===== config.mk =====
export PLATFORM = sky130hd
export DESIGN_NAME = pattern_tx
export DESIGN_NICKNAME = d
export VERILOG_FILES = /design/src/rtl/pattern_tx_pkg.sv /design/src/rtl/pattern_shifter.sv /design/src/rtl/pattern_tx.sv
export SDC_FILE = /design/constraint.sdc
export NUM_CORES = 1
export LEC_CHECK = 0
export CAP_MARGIN = 5
export CORE_ASPECT_RATIO = 0.6
export CORE_MARGIN = 3
export CORE_UTILIZATION = 49
export CTS_CLUSTER_DIAMETER = 150
export DETAILED_ROUTE_END_ITERATION = 10
export GPL_TIMING_DRIVEN = 0
export MAX_ROUTING_LAYER = met4
export PLACE_DENSITY = 0.85
export RECOVER_POWER = 100
export SYNTH_ARGS = -nofsm -noshare
export SYNTH_HDL_FRONTEND = slang
export SYNTH_SLANG_ARGS = --single-unit

===== constraint.sdc =====
create_clock -name clk -period 1.7 [get_ports clk]
set_input_delay 0.255 -clock clk [delete_from_list [all_inputs] [get_ports clk]]
set_output_delay 0.255 -clock clk [all_outputs]
set_load 0.03 [all_outputs]

===== src/rtl/pattern_tx_pkg.sv =====
// rtl/pattern_tx_pkg.sv - shared state encoding and default pattern for the pattern transmitter
package pattern_tx_pkg;

    typedef enum logic [1:0] {
        ST_IDLE = 2'b00,
        ST_SEND = 2'b01,
        ST_GAP  = 2'b10,
        ST_FIN  = 2'b11
    } tx_state_t;

    // Also the reference sequence for the 10010 detector benches.
    localparam logic [4:0] DEFAULT_PATTERN = 5'b10010;

endpackage


===== src/rtl/pattern_shifter.sv =====
// rtl/pattern_shifter.sv - loadable MSB-first shift register that backfills with the idle level
module pattern_shifter #(
    parameter int   PLEN = 5,
    parameter logic FILL = 1'b0
) (
    input  logic            clk,
    input  logic            rst,
    input  logic [PLEN-1:0] din,
    input  logic            load,
    input  logic            shift,
    input  logic            clr,
    output logic            q
);

    logic [PLEN-1:0] sreg;

    // After PLEN shifts the register holds only FILL, so q idles without extra muxing.
    always_ff @(posedge clk or posedge rst) begin
        if (rst) begin
            sreg <= {PLEN{FILL}};
        end else if (clr) begin
            sreg <= {PLEN{FILL}};
        end else if (load) begin
            sreg <= din;
        end else if (shift) begin
            sreg <= {sreg[PLEN-2:0], FILL};
        end
    end

    assign q = sreg[PLEN-1];

endmodule


===== src/rtl/pattern_tx.sv =====
// rtl/pattern_tx.sv - repeats a fixed bit pattern serially with optional idle gaps between repetitions
module pattern_tx
    import pattern_tx_pkg::*;
#(
    parameter int              PLEN     = 5,
    parameter logic [PLEN-1:0] PATTERN  = DEFAULT_PATTERN,
    parameter int              GAP      = 1,
    parameter logic            IDLE_BIT = 1'b0
) (
    input  logic       clk,
    input  logic       rst,
    input  logic       start,
    input  logic [3:0] reps,
    input  logic       abort,
    output logic       J,
    output logic       valid,
    output logic       frame_start,
    output logic       busy,
    output logic       done
);

    localparam int            IW       = $clog2(PLEN);
    localparam logic [IW-1:0] IDX_TOP  = IW'(PLEN - 1);
    localparam logic [2:0]    GAP_LAST = (GAP > 0) ? 3'(GAP - 1) : 3'd0;

    tx_state_t     state, state_n;
    logic [IW-1:0] idx, idx_n;
    logic [3:0]    rep_cnt, rep_n;
    logic [2:0]    gap_cnt, gap_n;
    logic          load, shift, clr;

    always_ff @(posedge clk or posedge rst) begin
        if (rst) begin
            state       <= ST_IDLE;
            idx         <= '0;
            rep_cnt     <= '0;
            gap_cnt     <= '0;
            valid       <= 1'b0;
            frame_start <= 1'b0;
            busy        <= 1'b0;
            done        <= 1'b0;
        end else begin
            state       <= state_n;
            idx         <= idx_n;
            rep_cnt     <= rep_n;
            gap_cnt     <= gap_n;
            valid       <= (state_n == ST_SEND);
            frame_start <= load;
            busy        <= (state_n == ST_SEND) || (state_n == ST_GAP);
            done        <= (state_n == ST_FIN);
        end
    end

    always_comb begin
        state_n = state;
        idx_n   = idx;
        rep_n   = rep_cnt;
        gap_n   = gap_cnt;
        load    = 1'b0;
        shift   = 1'b0;
        clr     = 1'b0;
        if (abort) begin
            state_n = ST_IDLE;
            idx_n   = '0;
            rep_n   = '0;
            gap_n   = '0;
            clr     = 1'b1;
        end else begin
            case (state)
                ST_IDLE: begin
                    if (start) begin
                        if (reps != 4'd0) begin
                            state_n = ST_SEND;
                            rep_n   = reps;
                            idx_n   = IDX_TOP;
                            load    = 1'b1;
                        end else begin
                            state_n = ST_FIN;
                        end
                    end
                end
                ST_SEND: begin
                    if (idx != '0) begin
                        idx_n = idx - 1'b1;
                        shift = 1'b1;
                    end else if (rep_cnt > 4'd1) begin
                        rep_n = rep_cnt - 4'd1;
                        if (GAP == 0) begin
                            idx_n = IDX_TOP;
                            load  = 1'b1;
                        end else begin
                            state_n = ST_GAP;
                            gap_n   = GAP_LAST;
                            shift   = 1'b1;
                        end
                    end else begin
                        // Last repetition: no trailing gap.
                        state_n = ST_FIN;
                        rep_n   = '0;
                        shift   = 1'b1;
                    end
                end
                ST_GAP: begin
                    if (gap_cnt == 3'd0) begin
                        state_n = ST_SEND;
                        idx_n   = IDX_TOP;
                        load    = 1'b1;
                    end else begin
                        gap_n = gap_cnt - 3'd1;
                    end
                end
                ST_FIN:  state_n = ST_IDLE;
                default: state_n = ST_IDLE;
            endcase
        end
    end

    pattern_shifter #(
        .PLEN (PLEN),
        .FILL (IDLE_BIT)
    ) u_shifter (
        .clk   (clk),
        .rst   (rst),
        .din   (PATTERN),
        .load  (load),
        .shift (shift),
        .clr   (clr),
        .q     (J)
    );

endmodule


After elaboration in Yosys (flattened, before gate mapping)

Index checks and enable logic that the tools add are counted.

Input bits: 8
Flip-flop bits (word level): 21
Output and inout port bits: 5
Logic and storage cells: 73

Add/sub/neg operators: 3
Mux-type cells: 35
Reductions and logical operators: 12
Order comparisons: 1
Equality and inequality tests: 13

Operators by type and width:

| operator                                                              | count |
|---|---|
| 3-bit two-way mux                                                     | 9 |
| 3-bit != test, second input constant                                  | 7 |
| 4-bit two-way mux                                                     | 5 |
| 5-bit two-way mux                                                     | 3 |
| 3-bit nonzero test                                                    | 4 |
| 2-bit two-way mux                                                     | 5 |
| 3-bit case mux with 3 select lines                                    | 1 |
| 2-bit equality test, second input constant                            | 4 |
| 1-bit two-way mux                                                     | 8 |
| 2-bit case mux with 4 select lines                                    | 1 |
| 4-bit case mux with 2 select lines                                    | 1 |
| 4-bit AND reduction                                                   | 2 |
| 4-bit nonzero test                                                    | 2 |
| 3-bit case mux with 2 select lines                                    | 1 |
| 3-bit by 1-bit subtractor with 3-bit output, second input constant    | 2 |
| 5-bit AND reduction                                                   | 1 |
| 2-bit by 1-bit equality test with 1-bit output, second input constant | 2 |
| 4-bit by 1-bit > comparator with 1-bit output, second input constant  | 1 |
| 4-bit by 1-bit subtractor with 4-bit output, second input constant    | 1 |
| 3-bit logical NOT                                                     | 1 |
| 2-bit logical NOT                                                     | 1 |
| 1-bit case mux with 2 select lines                                    | 1 |
| 1-bit logical OR                                                      | 1 |

Depth between registers and ports, before layout

Gate-level depths: netlist (run 1).

Depth in word-level cells: 7
Gate-level depth with buffers: 8
Depth with buffers taken out: 8

Cells and area by module

A second synthesis (run 1) with hierarchy kept.

Cells, all modules: 134
Area, all modules: 1296.2 um^2

By module, submodules not included:

| module          | area each (um^2) | instances | cells each | seq. area each (um^2) |
|---|---|---|---|---|
| pattern_tx      | 1039.7           | 1         | 111        | 400.4 |
| pattern_shifter | 256.5            | 1         | 23         | 125.1 |

Worst setup path after synthesis (run 1)

Ideal clock, no wire load.

Kind: register -> register
Start: reg rep_cnt[0]
End: reg busy
Clock period less this slack: 1.781 ns
Library setup time: 0.063 ns
Arrival time: 1.718 ns
Required time: 1.637 ns
Cell stages (with the launch flop): 9
Setup slack: -0.081 ns
Buffers on the path: 0
Path through: dfrtp_1 inv_1 ha_1 nor2_1 o31a_1 a211o_1 a21oi_1 ha_1 inv_1

Longest elaborated chain between the ends: 7
Elaborated cells between the ends (all ways): 8
Classes of those cells: order compare (1); eq/ne (2); mux (4); reduce/logical (1)

RTL lines:

| element                                                                               | RTL line         | source |
|---|---|---|
| start: declaration                                                                    | pattern_tx.sv:28 | `logic [3:0] rep_cnt, rep_n;` |
| start signal: assignment                                                              | pattern_tx.sv:45 | `rep_cnt <= rep_n;` |
| 4-bit by 1-bit > comparator with 1-bit output *                                       | pattern_tx.sv:86 | `end else if (rep_cnt > 4'd1) begin` |
| 1-bit two-way mux *                                                                   | pattern_tx.sv:86 |  |
| 2-bit two-way mux *                                                                   | pattern_tx.sv:83 | `if (idx != '0) begin` |
| 2-bit case mux with 4 select lines *                                                  | pattern_tx.sv:69 | `case (state)` |
| 2-bit two-way mux *                                                                   | pattern_tx.sv:62 | `if (abort) begin` |
| named net state_n[0]                                                                  | pattern_tx.sv:26 | `tx_state_t state, state_n;` |
| 2-bit by 1-bit equality test with 1-bit output or 2-bit equality test (tied branches) | pattern_tx.sv:49 | `busy <= (state_n == ST_SEND) \|\| (state_n == ST_GAP);` |
| 1-bit logical OR *                                                                    | pattern_tx.sv:49 |  |
| end signal: assignment                                                                | pattern_tx.sv:49 |  |
| end: declaration                                                                      | pattern_tx.sv:18 | `output logic busy,` |

Mark *: on every way through the listed nets, which the timed path passes. The rest lies on a longest branch.
A chain may end at the register's enable or synchronous reset.

Final worst setup path (run 1)

Ends and elaborated chain as after synthesis.

==> impl.org, run 1 <==
** Clocking
- Clock sinks :: 20
- Clock buffers created by TritonCTS :: 3
- Number of hold buffers added after cts :: 0
- H-tree levels :: 1
- The later pin in the worst-skew pair is clocked with a latency of 270 ps.
- The clock passes through at most 2 buffers.
- Reg clk slew, reported paths :: 80 ps
- TritonCTS built the clock tree.
- CTS root buf :: clkbuf_8

** Timing
- Actual transition at the worst max-transition pin :: 803.7 ps
- Worst slew margin relative to its limit :: 0.4636
- Setup repair after global routing could not meet its margin everywhere.
- Post-route clock skew :: 2.628 ps
- Worst slack on hold paths :: 408.0 ps
- Number of max-slew violations in the final report :: 0
- Setup violations remaining at the end of the flow were counted as 6.
- Min Clock Period, post-route :: 1794 ps
- Of the available clock period, the critical path in the final layout requires 1.055.
- Once routing completed, OpenROAD measured the worst setup slack at -93.64 ps.
- Highest Clock Rate :: 557.5 MHz
- The final hold violation count was 0.

** Logic synthesis
- After synthesis, the share of flip-flops with an asynchronous set or reset is 1.000.
- Net count after synthesis :: 123
- Most used flip-flop cell after synthesis :: dfrtp_1
- The mapped netlist covers 1150 um2.
- Synthesized area per cell :: 10.75 um2
- Post-synthesis instance total :: 107
- Netlist cell types :: 37
- Of the synthesized area, sequential elements account for 0.4353.
- Synth warn :: 0
- EDFF count, synth :: 0
- Synthesized flop and latch total :: 20

** Global routing
- Global-route wire length before repair :: 4781 um
- For this run, global-route usage on met3 was measured as 0.06477.
- Pin count of the biggest net entering global routing :: 21
- Met1 usage in global routing :: 0.2862
- Layer with the highest usage :: met2
- For this run, the total global-route usage over all layers was measured as 0.2254.
- Number of antenna violations at the first check in global routing :: 0
- After global routing the overflow that remains totals 0.
- The via count of the first global-routing pass is 976.
- Met2 usage :: 0.3548

** Setup path
- Class of the most critical setup path :: reg -> reg
- CP top delay family :: compound AO/OA/AOI/OAI gates
- Max stage delay on crit path :: 450 ps
- Traced cell by cell, the critical path runs through inv_2 > ha_4 > nor2_4 > o31a_1 > a211o_1 > a21oi_2 > ha_1 > inv_1.
- Kind of end point of the critical path :: flop
- Startpoint type of the worst setup path :: flop
- Buffer and inverter count on the worst path :: 2
- Data on the critical path arrives at its endpoint at 2010 ps.
- In this run the worst path has a maximum fanout of 3.
- Data on the critical path is required at its endpoint by 1920 ps.
- Register-to-register path setup slack :: -90 ps
- Slowest cell on the critical path :: dfrtp_2

** Floorplanning
- Die area :: 2983 um2
- Initial core utilization :: 0.5673
- Number of placed I/O pins :: 13
- The die is 43.53 um tall.
- The initialized floorplan defines 12 standard-cell rows.
- In this run the horizontal extent of the chip is 68.54 um.
- Core area :: 2027 um2

** Place
- Final estimated routing congestion in global placement :: 0.8167
- Including well taps, the total number of placed cells is 146.
- HPWL reported at the end of detailed placement :: 1861 um
- OpenSTA, run right after detailed placement, puts the worst setup slack at -509.2 ps.
- In this run the tool buffered the top-level ports with 11 buffer cells.

** Power
- The share of total power dissipated in sequential elements is 0.318.
- Part of the total power dissipated in the clock network :: 0.178
- The share of total power dissipated in combinational logic is 0.505.
- Lkg Pwr :: 0.6891 nW
- The analysis attributes to net switching a power of 0.8351 mW.
- Switching Fraction :: 0.3910
- Power Internal :: 1.301 mW
- IR analysis of the VDD net gives a maximum drop of 0.7044 mV.
- Power per cell area :: 1352 nW/um2

** Job
- The tool flagged a number of max-cap violations equal to 0.

** Detailed routing
- DRC viols :: 0
- Once detail routing completed, the nets flagged for antenna violations numbered 0.
- In the final routed layout, each cell accounts on average for 21.23 um.
- Final routed wirelength across all metal layers :: 3396 um
- Overall via count from detail_route :: 1,019
- Dividing the detail-routed via count by the number of cells gives 6.369.
- First DRT Iteration DRCs :: 108
- The first TritonRoute pass finished after 4 iterations.

** Final layout
- Of the cells placed in the final design, the portion with a size suffix greater than 1 is 0.3788.
- Leading cell types in the layout, fill and taps excluded :: 19 x dfrtp_1, 10 x buf_4, 6 x nand2b_1
- Most common cell after layout, fill and taps aside :: dfrtp_1
- Relative to the synthesized area, the layout overhead comes to 37.43%.
- After the flow finishes, the layout carries non-filler instances totaling 160.
- ANT cells :: 0
- Layout net count :: 149

** Run status
- The checks that failed: negative setup slack.
- Result of the run :: complete, but fails checks

** Worst hold path
- Type of the most critical hold path :: in -> reg
-- synth_stat cells (2+ instances only) --
master / count / area, um2
a211o_1: 2 / 17.52
a211oi_1: 2 / 15.01
a21oi_1: 4 / 20.02
a22o_1: 3 / 26.28
a2bb2oi_1: 3 / 26.28
a31oi_1: 2 / 12.51
buf_2: 3 / 15.01
dfrtp_1: 20 / 500.5
ha_1: 8 / 100.1
inv_1: 9 / 33.78
mux2_2: 2 / 22.52
nand2_1: 2 / 7.510
nand2b_1: 6 / 37.54
nor2_1: 6 / 22.52
nor2b_1: 4 / 25.02
nor3_1: 4 / 20.02
nor3b_1: 4 / 30.03
nor4b_1: 2 / 17.52
o2bb2ai_1: 2 / 17.52
o31ai_1: 2 / 15.01
-- stage by stage --
step	total power [mW]	instance area (um2)	TNS, ps	utilization
final	2.136	1580	-235.8	0.7796
after global routing	2.239	1580	-513.2	0.7796
after CTS	1.906	1466	-88.31	0.7235
after detailed placement	1.372	1304	-5342	0.6432
after global placement	1.332	1304	-4666	0.6432
after floorplan	1.166	1159	0	-
-- routing by layer --
layer | wire length (um) | share of wire | vias to the layer above
met5 | 0 | 0 | -
met4 | 80 | 0.024 | 0
met3 | 264 | 0.078 | 18
met2 | 1585 | 0.47 | 56
met1 | 1465 | 0.43 | 503
li1 | - | - | 442
-- power by group through the flow --
stage                     logic, mW  clock network (mW)  registers [mW]
after global placement        0.679                   0           0.653
after CTS                     0.882               0.369           0.655
final                          1.08               0.379           0.678
after detailed placement      0.712                   0           0.660
after global routing           1.15               0.404           0.688
after floorplan               0.468                   0           0.698
-- worst reg2reg max path: cells and delay by family, from the launching register on --
family	cells	cell delay (ps)
buffers and inverters	2	160
DFF	1	450
and+or+nand+nor	1	50
AOI/OAI and AO/OA	3	670
adders and majority gates	2	420
-- area by class of cell --
cell class / instances / area, um2
Buffer: 4 / 22.52
Fill cell: 121 / 446.7
Sequential cell: 20 / 501.7
Inverter: 9 / 33.78
Clock buffer: 4 / 55.05
Multi-Input combinational cell: 74 / 748.2
Tap cell: 28 / 35.03
Timing Repair Buffer: 21 / 183.9
-- cells by family after synthesis --
logic type | Yosys count | synth area share
buffers and inverters | 13 | 0.04896
adders and majority gates | 8 | 0.08705
AOI/OAI and AO/OA | 32 | 0.2362
and+or+nand+nor | 31 | 0.1643
muxes | 3 | 0.02829
DFF | 20 | 0.4353
-- sequential cells by signal (all words and copies together) (netlist names), 2 cells and up --
register / count
idx: 3
state: 2
rep_cnt: 4
u_shifter.sreg: 4
gap_cnt: 3
-- path summary, 6_finish.rpt --
| kind | startpoint | end | cells after the start |
|---|---|---|---|
| worst max register to register | rep_cnt[0]$_DFFE_PP0P_ | busy$_DFF_PP0_ | 8 |
| worst min-delay path | abort | frame_start$_DFF_PP0_ | 2 |
| min in group asynchronous | rst | gap_cnt[1]$_DFFE_PP0P_ | 2 |
| worst max-delay path | rep_cnt[0]$_DFFE_PP0P_ | busy$_DFF_PP0_ | 8 |
| worst min register to register | u_shifter.sreg[4]$_DFFE_PP0P_ | u_shifter.sreg[4]$_DFFE_PP0P_ | 1 |
| max in group asynchronous | rst | rep_cnt[0]$_DFFE_PP0P_ | 2 |
-- what timing repair did --
action,CTS,global route
resized for setup,17,19
endpoints found under the setup margin,15,14
pin swaps,9,1
setup buffers,7,3
cloned,0,0
Note: power is estimated with default switching activity, not from simulation.
==> inputs of run 2 (changes only) <==
GPL_ROUTABILITY_DRIVEN = 0   (was unset)
==> results of run 2 <==
No change in the layout: final DEF, timing and power equal those of run 1.
